`src/rtl/present_pkg.sv`:
```
// Shared PRESENT-80 definitions: S-box, permutation layer and engine FSM states.
// The round-key generator imports this package for its S-box as well.
package present_pkg;

  localparam int unsigned ROUNDS  = 31;
  localparam int unsigned BLOCK_W = 64;
  localparam int unsigned KEY_W   = 80;

  localparam logic [3:0] SBOX [16] = '{
    4'hC, 4'h5, 4'h6, 4'hB, 4'h9, 4'h0, 4'hA, 4'hD,
    4'h3, 4'hE, 4'hF, 4'h8, 4'h4, 4'h7, 4'h1, 4'h2
  };

  typedef enum logic [1:0] {
    IDLE  = 2'd0,
    ROUND = 2'd1,
    FINAL = 2'd2,
    DONE  = 2'd3
  } fsm_e;

  function automatic logic [BLOCK_W-1:0] s_layer(input logic [BLOCK_W-1:0] x);
    logic [BLOCK_W-1:0] y;
    y = '0;
    for (int unsigned n = 0; n < BLOCK_W / 4; n++) begin
      y[4*n +: 4] = SBOX[x[4*n +: 4]];
    end
    return y;
  endfunction

  // Bit i lands at (16*i) mod 63; bit 63 is a fixed point.
  function automatic logic [BLOCK_W-1:0] p_layer(input logic [BLOCK_W-1:0] x);
    logic [BLOCK_W-1:0] y;
    y = '0;
    for (int unsigned i = 0; i < BLOCK_W - 1; i++) begin
      y[(16 * i) % 63] = x[i];
    end
    y[BLOCK_W-1] = x[BLOCK_W-1];
    return y;
  endfunction

endpackage

```
`src/rtl/present_round.sv`:
```
// One PRESENT round, purely combinational: P(S(x ^ k)).
module present_round
  import present_pkg::*;
(
  input  logic [BLOCK_W-1:0] x,
  input  logic [BLOCK_W-1:0] k,
  output logic [BLOCK_W-1:0] y
);

  assign y = p_layer(s_layer(x ^ k));

endmodule

```
`src/rtl/present_round_engine.sv`:
```
// PRESENT-80 encryption datapath: 31 keyed rounds plus final whitening, with
// round keys streamed in order from the key generator over valid/ready.
module present_round_engine
  import present_pkg::*;
(
  input  logic               clock,
  input  logic               reset_n,
  input  logic [BLOCK_W-1:0] plaintext,
  input  logic               in_valid,
  output logic               in_ready,
  input  logic [BLOCK_W-1:0] round_key,
  input  logic               rk_valid,
  output logic               rk_ready,
  output logic [5:0]         round_idx,
  output logic [BLOCK_W-1:0] ciphertext,
  output logic               out_valid,
  input  logic               out_ready
);

  fsm_e               fsm_q, fsm_d;
  logic [BLOCK_W-1:0] state_q, state_d;
  logic [BLOCK_W-1:0] ct_q, ct_d;
  logic               ov_q, ov_d;
  logic [5:0]         idx_q, idx_d;
  logic [BLOCK_W-1:0] round_out;

  present_round u_round (
    .x (state_q),
    .k (round_key),
    .y (round_out)
  );

  always_comb begin
    fsm_d   = fsm_q;
    state_d = state_q;
    ct_d    = ct_q;
    ov_d    = ov_q;
    idx_d   = idx_q;
    unique case (fsm_q)
      IDLE: begin
        if (in_valid) begin
          state_d = plaintext;
          idx_d   = 6'd1;
          fsm_d   = ROUND;
        end
      end
      ROUND: begin
        if (rk_valid) begin
          state_d = round_out;
          idx_d   = idx_q + 6'd1;
          if (idx_q == 6'(ROUNDS)) fsm_d = FINAL;
        end
      end
      FINAL: begin
        // Whitening key only: no S/P layer on the last key.
        if (rk_valid) begin
          ct_d  = state_q ^ round_key;
          idx_d = '0;
          ov_d  = 1'b1;
          fsm_d = DONE;
        end
      end
      DONE: begin
        if (out_ready) begin
          ov_d  = 1'b0;
          fsm_d = IDLE;
        end
      end
      default: fsm_d = IDLE;
    endcase
  end

  always_ff @(posedge clock or negedge reset_n) begin
    if (!reset_n) begin
      fsm_q   <= IDLE;
      state_q <= '0;
      ct_q    <= '0;
      ov_q    <= 1'b0;
      idx_q   <= '0;
    end else begin
      fsm_q   <= fsm_d;
      state_q <= state_d;
      ct_q    <= ct_d;
      ov_q    <= ov_d;
      idx_q   <= idx_d;
    end
  end

  // Handshake readies come from the state register alone.
  assign in_ready   = (fsm_q == IDLE);
  assign rk_ready   = (fsm_q == ROUND) || (fsm_q == FINAL);
  assign round_idx  = idx_q;
  assign ciphertext = ct_q;
  assign out_valid  = ov_q;

endmodule

```
`config.mk`:
```
export PLATFORM = sky130hd
export DESIGN_NAME = present_round_engine
export DESIGN_NICKNAME = d
export VERILOG_FILES = /design/src/rtl/present_pkg.sv /design/src/rtl/present_round.sv /design/src/rtl/present_round_engine.sv
export SDC_FILE = /design/constraint.sdc
export NUM_CORES = 1
export LEC_CHECK = 0
export ABC_AREA = 1
export BUFFER_PORTS_ARGS = -buffer_cell sky130_fd_sc_hd__buf_2
export CORE_MARGIN = 8
export CORE_UTILIZATION = 57
export DETAILED_ROUTE_END_ITERATION = 12
export PLACE_DENSITY = 0.87
export SYNTH_ARGS = -nofsm -noshare
export SYNTH_HDL_FRONTEND = slang
export SYNTH_SLANG_ARGS = --single-unit
```
`constraint.sdc`:
```
create_clock -name clock -period 1.8 [get_ports clock]
set_input_delay 0.18 -clock clock [delete_from_list [all_inputs] [get_ports clock]]
set_output_delay 0.18 -clock clock [all_outputs]
set_load 0.02 [all_outputs]
```
* Yosys cells after proc, flatten, opt, wreduce, memory -nomap -nowiden
Memories as Yosys holds them, arrays and structs flattened.
Cells that the tools add are included.
W data, S select, Z words.
** Word-level totals
- Memories kept :: 16
- Bits in read-only memories :: 1024
- Logic and storage cells :: 122
- Register bits after elaboration :: 137
** Memory list
- (no name shown) :: depth 16, width 4, rd ports 1, clocked after memory_dff 0, wr ports 0, RTL line present_pkg.sv:25 : y[4*n +: 4] = SBOX[x[4*n +: 4]];
- (no name shown) :: depth 16, width 4, rd ports 1, clocked after memory_dff 0, wr ports 0, RTL line present_pkg.sv:25
- (no name shown) :: depth 16, width 4, rd ports 1, clocked after memory_dff 0, wr ports 0, RTL line present_pkg.sv:25
- (no name shown) :: depth 16, width 4, rd ports 1, clocked after memory_dff 0, wr ports 0, RTL line present_pkg.sv:25
- (no name shown) :: depth 16, width 4, rd ports 1, clocked after memory_dff 0, wr ports 0, RTL line present_pkg.sv:25
- (no name shown) :: depth 16, width 4, rd ports 1, clocked after memory_dff 0, wr ports 0, RTL line present_pkg.sv:25
- 10 more memories
** Cells by class
- Bitwise gates (word level) :: 17
- Mux-type cells :: 48
- Eq/ne operators :: 9
- Reduce and logical (&&, ||, !) cells :: 10
- $lt $le $gt $ge :: 16
- Add/sub/neg operators :: 1
** Operator list (number)
- $mux W4 :: 32
- $mux W64 :: 2
- $pmux W64 S2 :: 1
- $ge A5 B5 Y1 const B :: 16
- $not A4 Y5 :: 16
- $xor A64 B64 Y64 :: 1
- $mux W6 :: 3
- $pmux W6 S3 :: 1
- $mux W2 :: 5
- $ne A2 B2 Y1 const B :: 5
- $pmux W2 S4 :: 1
- $add A6 B1 Y6 const B :: 1
- $eq A6 B5 Y1 const B :: 1
- $reduce_and A3 Y1 :: 2
- $reduce_and A5 Y1 :: 1
- $eq A2 B2 Y1 const B :: 2
- $reduce_and A4 Y1 :: 1
- $reduce_bool A2 Y1 :: 2
- $reduce_bool A3 Y1 :: 1
- $eq A2 B1 Y1 const B :: 1
- $logic_not A2 Y1 :: 1
- $mux W1 :: 2
- $pmux W1 S2 :: 1
- $reduce_and A2 Y1 :: 1
- $logic_or A1 B1 Y1 :: 1

* Depth between registers and ports, before layout
Gate-level depths: netlist of the first run.
- Depth in word-level cells :: 7
- Depth in mapped cells :: 12
- Gate-level depth less buffers :: 12

* Hierarchy
A second synthesis of the first run with hierarchy kept.
** Unflattened totals
- Cell total of the unflattened synthesis :: 1607
- Area, all modules :: 10797.9 um2
** Modules (own cells, without submodules)
- present_round_engine :: instances 1, cells an instance 707, sequential area each 3428.3 um2, area an instance 6595.1 um2
- present_round :: instances 1, cells an instance 900, sequential area each 0.0 um2, area an instance 4202.8 um2

* Least setup slack after synthesis of the first run
OpenSTA, ideal clock, no wires.
- Kind :: reg-to-reg
- From :: register fsm_q[0]
- To :: register state_q[51]
- Period minus slack after synthesis :: 1.715 ns
- Cell stages (with the launch flop) :: 11
- Slack :: 0.085 ns
- Required time :: 1.684 ns
- Data arrival time :: 1.599 ns
- Cells stage by stage :: dfrtp_1 -> inv_1 -> ha_1 -> inv_1 -> o21ai_1 -> o21ai_2 -> buf_6 -> buf_6 -> buf_6 -> nand2_1 -> nand2_1
** On the way
- Longest elaborated chain between the ends :: 3
- Elaborated cells on any way between the ends :: 7
- Those cells by class :: 3 x eq/ne; 1 x mux; 3 x reduce/logical
** Ends and longest elaborated chain
- start, declared :: RTL line present_round_engine.sv:20 : fsm_e fsm_q, fsm_d;
- start signal, assigned :: RTL line present_round_engine.sv:81 : fsm_q <= fsm_d;
- $logic_not A2 Y1 (*)
- named net in_ready :: RTL line present_round_engine.sv:10 : output logic in_ready,
- $ne A2 B2 Y1 (no line) or $reduce_bool A2 Y1 (tied branches)
- $reduce_and A3 Y1 (no line)
- end signal, assigned :: RTL line present_round_engine.sv:82 : state_q <= state_d;
- end, declared :: RTL line present_round_engine.sv:21 : logic [BLOCK_W-1:0] state_q, state_d;
The timed path passes the listed nets; every way through them passes the cells marked *.
A chain may end at the register's enable or synchronous reset.

* Worst setup path after layout of the first run
- From :: register fsm_q[0]
- To :: register state_q[34]
** On the way
- Longest elaborated chain between the ends :: 3
- Elaborated cells on any way between the ends :: 7
- Those cells by class :: 3 x eq/ne; 1 x mux; 3 x reduce/logical
** Ends and longest elaborated chain
- $eq A2 B1 Y1 or $logic_not A2 Y1 (tied branches) :: RTL line present_round_engine.sv:39 : unique case (fsm_q)
- $ne A2 B2 Y1 (no line) or $reduce_bool A2 Y1 (tied branches)
- $reduce_and A3 Y1 (no line)
Parallel ways exist; a longest one is shown, timed or not.

==> results of run 1 <==
[logic make-up after synthesis]
kind of cell / count (synthesis) / synth area share, %
fa+ha+maj: 87 / 10.7
xor+xnor: 31 / 2.67
buf+inv: 202 / 8.28
simple gates: 989 / 38.5
flops: 137 / 33.7
compound gates: 125 / 6.20
[what timing repair did]
item,CTS,global route
hold buffers,1,0
pin swaps,0,1
setup endpoints to repair,1,56
gates cloned,0,0
resized for setup,1,5
setup buffers,0,2
endpoints found under the hold margin,35,0
[metal layers]
layer | routed length (µm) | track usage [%] | vias up
met1 | 12500 | 33.9 | 4971
li1 | - | - | 5302
met4 | 968 | 12.6 | 4
met5 | 24 | 0 | -
met2 | 14400 | 45.1 | 424
met3 | 2580 | 6.29 | 69
[worst max-delay path, stage by stage (launching register included)]
cell	delay, ns
dfrtp_1	0.39
buf_4	0.16
ha_4	0.20
o21ai_2	0.20
o21ai_4	0.09
buf_12	0.15
buf_4	0.19
a21oi_1	0.16
a21oi_1	0.09
[layout make-up]
| class | count | area share [%] |
|---|---|---|
| well taps | 229 | 2.34 |
| multi-input cells | 1232 | 48.5 |
| flip-flops and latches | 137 | 28.0 |
| repair buffers | 236 | 11.2 |
| clock buffers | 25 | 3.96 |
| clock inverters | 7 | 0.940 |
| diodes | 4 | 0.0817 |
| inverters | 161 | 4.98 |
[flip-flops by register name (all words and copies together), names as in the netlist]
name and cells:
state_q 64, fsm_q 2, ciphertext 64, out_valid 1, round_idx 6
[worst max-delay path by stage]
stage                                   end  slack, ns            startpoint
floorplan           state_q[51]$_DFFE_PN0P_       0.08  fsm_q[0]$_DFFE_PN0P_
global placement    state_q[41]$_DFFE_PN0P_       0.11  fsm_q[1]$_DFFE_PN0P_
detailed placement  state_q[60]$_DFFE_PN0P_       0.03  fsm_q[1]$_DFFE_PN0P_
CTS                 state_q[34]$_DFFE_PN0P_       0.03  fsm_q[1]$_DFFE_PN0P_
global route        state_q[34]$_DFFE_PN0P_      0.003  fsm_q[0]$_DFFE_PN0P_
finish              state_q[34]$_DFFE_PN0P_       0.06  fsm_q[0]$_DFFE_PN0P_
[Yosys cell counts]
cell type and instances:
buf_2 11, nand2_1 694, nand4_1 1, buf_4 8, buf_6 5, xor2_1 15, inv_1 159, o21ai_2 1
inv_2 1, o21ai_1 4, dfrtp_1 137, nand2_2 1, nand3_1 156, clkbuf_1 17, ha_1 87, o21ai_0 76
nor2_1 136, nor3_1 1, inv_4 1, o22ai_1 1, xnor2_1 16, a21oi_1 43
[metrics by stage]
stage	util, %	total power [mW]	cell area (µm²)
final	69.1	23.2	12200
after global routing	69.1	25.4	12200
after CTS	68.8	23.0	12200
after detailed placement	65.4	19.2	11600
after global placement	65.4	18.7	11600
after floorplan	-	15.3	10200
[report_power, final]
part | switching (mW) | total, mW | internal [mW]
clock | 1.37 | 3.66 | 2.29
sequential | 1.23 | 5.85 | 4.62
combinational | 9.01 | 13.7 | 4.73
total | 11.6 | 23.2 | 11.6
==> impl_metrics.ini, run 1 <==
[yosys]
ys_types = 22
avgSynthCellArea_um2 = 6.48
synth_area_leaders = dfrtp_1, nand2_1, ha_1, nand3_1, inv_1
synth_area_mm2 = 0.0102
synth_cells = 1571
ys_ff_latch = 137
synth_top_area_share_pct = 33.7
synth_top_cell_by_area = dfrtp_1
ys_seq_area_share_pct = 33.7
synth_nets = 1791
yosysWarningCount = 0

[place]
post-place-ws_ns = 0.0270
portBuffers = 205
gp_congestion = 0.891
hpwl_mm = 23.2
dpl.cell_count = 1992

[sta]
setup_slack_ns = 0.0599
max_freq_mhz = 575
slew_headroom_pct = 61.2
tightest_slew_ns = 0.578
timing.setup.tns_ns = 0
finalHoldViolations = 0
period_share_pct = 96.7
holdWs_ns = 0.0731
finalMaxSlewViolations = 0
min_period_ns = 1.74
fin_skew_ns = 0.00675
setup_viol = 0
rsz0062_at_grt = no

[global_routing]
grt_pass1_vias = 10300
grt_usage_pct = 27.5
grt_max_degree = 74
overflow = 0
grt_pass1_wl_mm = 49.6
antenna_found_initial = 4

[floorplanning]
start_util_pct = 57.4
ios = 206
die-area_mm2 = 0.0224
core_mm2 = 0.0177
fp.dieW_um = 150
rows = 49
dieHeight_um = 150

[critical_path]
cp.required_ns = 2.11
r2r_end = state_q[34]$_DFFE_PN0P_
r2r_setup_slack_ns = 0.06
cp-end-kind = flip-flop
rr_startpoint = fsm_q[0]$_DFFE_PN0P_
reg2reg_depth = 8
cp_max_fo = 19
critPathKind = reg -> reg
cp.arrival_ns = 2.05
worst_setup_path_start_kind = flip-flop

[pwr]
peakVddDrop_mv = 1.25
power_density_mw_per_mm2 = 1900
p_leak_nw = 7.12

[layout]
area_growth_pct = 20.3
drive_gt1_share_pct = 15.2
layout_common_cells = nand2_1, buf_2, inv_1
fillers = 1464
multi_input_area_mm2 = 0.00594
final_common_cell = nand2_1
finalNonFillerCells = 2031
final_net_count = 2005
regArea_mm2 = 0.00343

[detailed_routing]
vias = 10800
drt_iter0_drc = 785
drc = 0
ant_nets = 0
viasPerCell = 5.30
wire_per_inst_um = 15.0
wirelength_mm = 30.5
drt-pass1-iter-count = 5

[status]
status = finished, final reports clean

[worst_hold_path]
min_from = out_ready
hold_depth = 4
hold-path-endpoint = out_valid$_DFFE_PN0P_
hp-class = in -> reg

[clocking]
cts_buffers = 17
cts_buffer_depth = 2
clock-sinks = 137
cts_root_buffer = clkbuf_16
cts_tree = done
clk_latency_ns = 0.43
h-tree-depth = 4
clkTransAtPathRegs_ns = 0.06

[flow_run]
drv_cap = 0
No activity file was read; power rests on OpenSTA's default activity.
==> run 2, diff against run 1 <==
clock period = 2 ns   (was 1.8 ns; I/O delays follow)
==> impl_metrics.ini, run 2 (same netlist as run 1, synthesis figures left out) <==
[status]
status = finished, final reports clean

[clocking]
clock-sinks = 137
cts_setup_buffers = 0
clkTransAtPathRegs_ns = 0.06
h-tree-depth = 4
cts_tree = done
cts_root_buffer = clkbuf_16
cts_buffers = 17
clk_latency_ns = 0.43
cts_buffer_depth = 2

[pwr]
intPower_mw = 10.3
power.share.clock_pct = 15.6
power_density_mw_per_mm2 = 1700
power_switching_mw = 10.4
p_leak_nw = 7.07
p_comb_share_pct = 58.9
swShare_pct = 50.2
p_seq_share_pct = 25.5
peakVddDrop_mv = 1.26

[floorplanning]
die-area_mm2 = 0.0224
dieHeight_um = 150
ios = 206
start_util_pct = 57.4
fp.dieW_um = 150
rows = 49
core_mm2 = 0.0177

[place]
hpwl_mm = 22.8
portBuffers = 205
gp_congestion = 0.939

[sta]
setup_viol = 0
finalMaxSlewViolations = 0
finalHoldViolations = 0
tightest_slew_ns = 0.544
min_period_ns = 1.83
period_share_pct = 91.6
max_freq_mhz = 546
holdWs_ns = 0.0850
fin_skew_ns = 0.00795
rsz0062_at_grt = no
timing.setup.tns_ns = 0
slew_headroom_pct = 63.5

[global_routing]
overflow = 0
antenna_found_initial = 5
grt_max_degree = 74
grt_pass1_vias = 10300
grt_pass1_wl_mm = 48.4
grt_usage_pct = 27.1

[detailed_routing]
drt-pass1-iter-count = 5
wire_per_inst_um = 14.8
wirelength_mm = 29.9
viasPerCell = 5.23
ant_nets = 0
drt_iter0_drc = 910
vias = 10600
drc = 0

[critical_path]
critPathKind = reg -> reg
cp.required_ns = 2.35
cp.arrival_ns = 2.18
worst_setup_path_start_kind = flip-flop
cp_max_fo = 42
cp-end-kind = flip-flop

[layout]
fillers = 1480
final_net_count = 1995
final_common_cell = nand2_1
drive_gt1_share_pct = 14.5
area_growth_pct = 19.3
layout_common_cells = nand2_1, buf_2, inv_1

[worst_hold_path]
hp-class = in -> reg

[flow_run]
drv_cap = 0
run 2: changes by cell type in the layout (fill, tap and decap cells not counted), sizes merged:
cell / before / now
clkinv: 2 / 5
diode: 4 / 3
clkinvlp: 2 / 1
clkbuf: 25 / 22
buf: 235 / 225
run 2: layer usage:
metal / track usage [%] / up-vias / share of wire (%)
met1: 31.7 / 4821 / 40
met4: 14.8 / 6 / 4.6
li1: - / 5269 / -
met5: 0 / - / 0.13
met2: 43.8 / 374 / 46
met3: 8.07 / 94 / 9.4
run 2: area by class of cell:
| cell class | count | area [µm²] | area share [%] |
|---|---|---|---|
| repair buffers | 226 | 1290 | 10.6 |
| clock buffers | 22 | 464 | 3.82 |
| inverters | 161 | 609 | 5.02 |
| multi-input cells | 1232 | 5940 | 48.9 |
| clock inverters | 9 | 123 | 1.01 |
| flip-flops and latches | 137 | 3430 | 28.2 |
| diodes | 3 | 7.51 | 0.0618 |
| well taps | 229 | 287 | 2.36 |
run 2: timing repair:
item	in CTS	in global routing
hold buffers	1	0
endpoints found under the setup margin	0	28
resized for setup	0	5
hold endpoints to repair	40	0
run 2: path summary, 6_finish.rpt:
| path | slack [ns] | from | cells after the start | end |
|---|---|---|---|---|
| min in group asynchronous | 0.26 | reset_n | 2 | state_q[58]$_DFFE_PN0P_ |
| min | 0.09 | plaintext[36] | 3 | state_q[36]$_DFFE_PN0P_ |
| max in group asynchronous | 1.03 | reset_n | 3 | round_idx[4]$_DFFE_PN0P_ |
| max reg2reg | 0.17 | fsm_q[1]$_DFFE_PN0P_ | 7 | state_q[43]$_DFFE_PN0P_ |
| min reg2reg | 0.48 | ciphertext[7]$_DFFE_PN0P_ | 2 | ciphertext[7]$_DFFE_PN0P_ |
| max | 0.17 | fsm_q[1]$_DFFE_PN0P_ | 7 | state_q[43]$_DFFE_PN0P_ |
run 2: worst max-delay path: stages (launching register included):
cell     delay (ns)
dfrtp_1        0.43
inv_1          0.16
ha_1           0.20
inv_1          0.11
o21ai_4        0.31
buf_12         0.25
a21oi_1        0.08
a21oi_1        0.18
run 2: metrics by stage:
stage	util [%]	worst slack, ns	cells	cell area (µm²)	power, mW
after global routing	68.5	0.0377	2018	12100	22.6
after global placement	65.0	0.257	1984	11500	16.7
after detailed placement	65.0	0.142	1984	11500	17.2
after floorplan	-	0.285	1571	10200	13.8
final	68.5	0.168	2019	12100	20.6
after CTS	68.4	0.0929	2016	12100	20.6
run 2: power by group through the flow:
stage          logic, mW  registers [mW]  clock network, mW
2_1_floorplan       7.99            5.83                  0
3_3_place_gp        11.5            5.23                  0
3_5_place_dp        11.9            5.27                  0
4_1_cts             12.1            5.25               3.25
5_1_grt             13.8            5.44               3.36
6_report            12.2            5.26               3.23
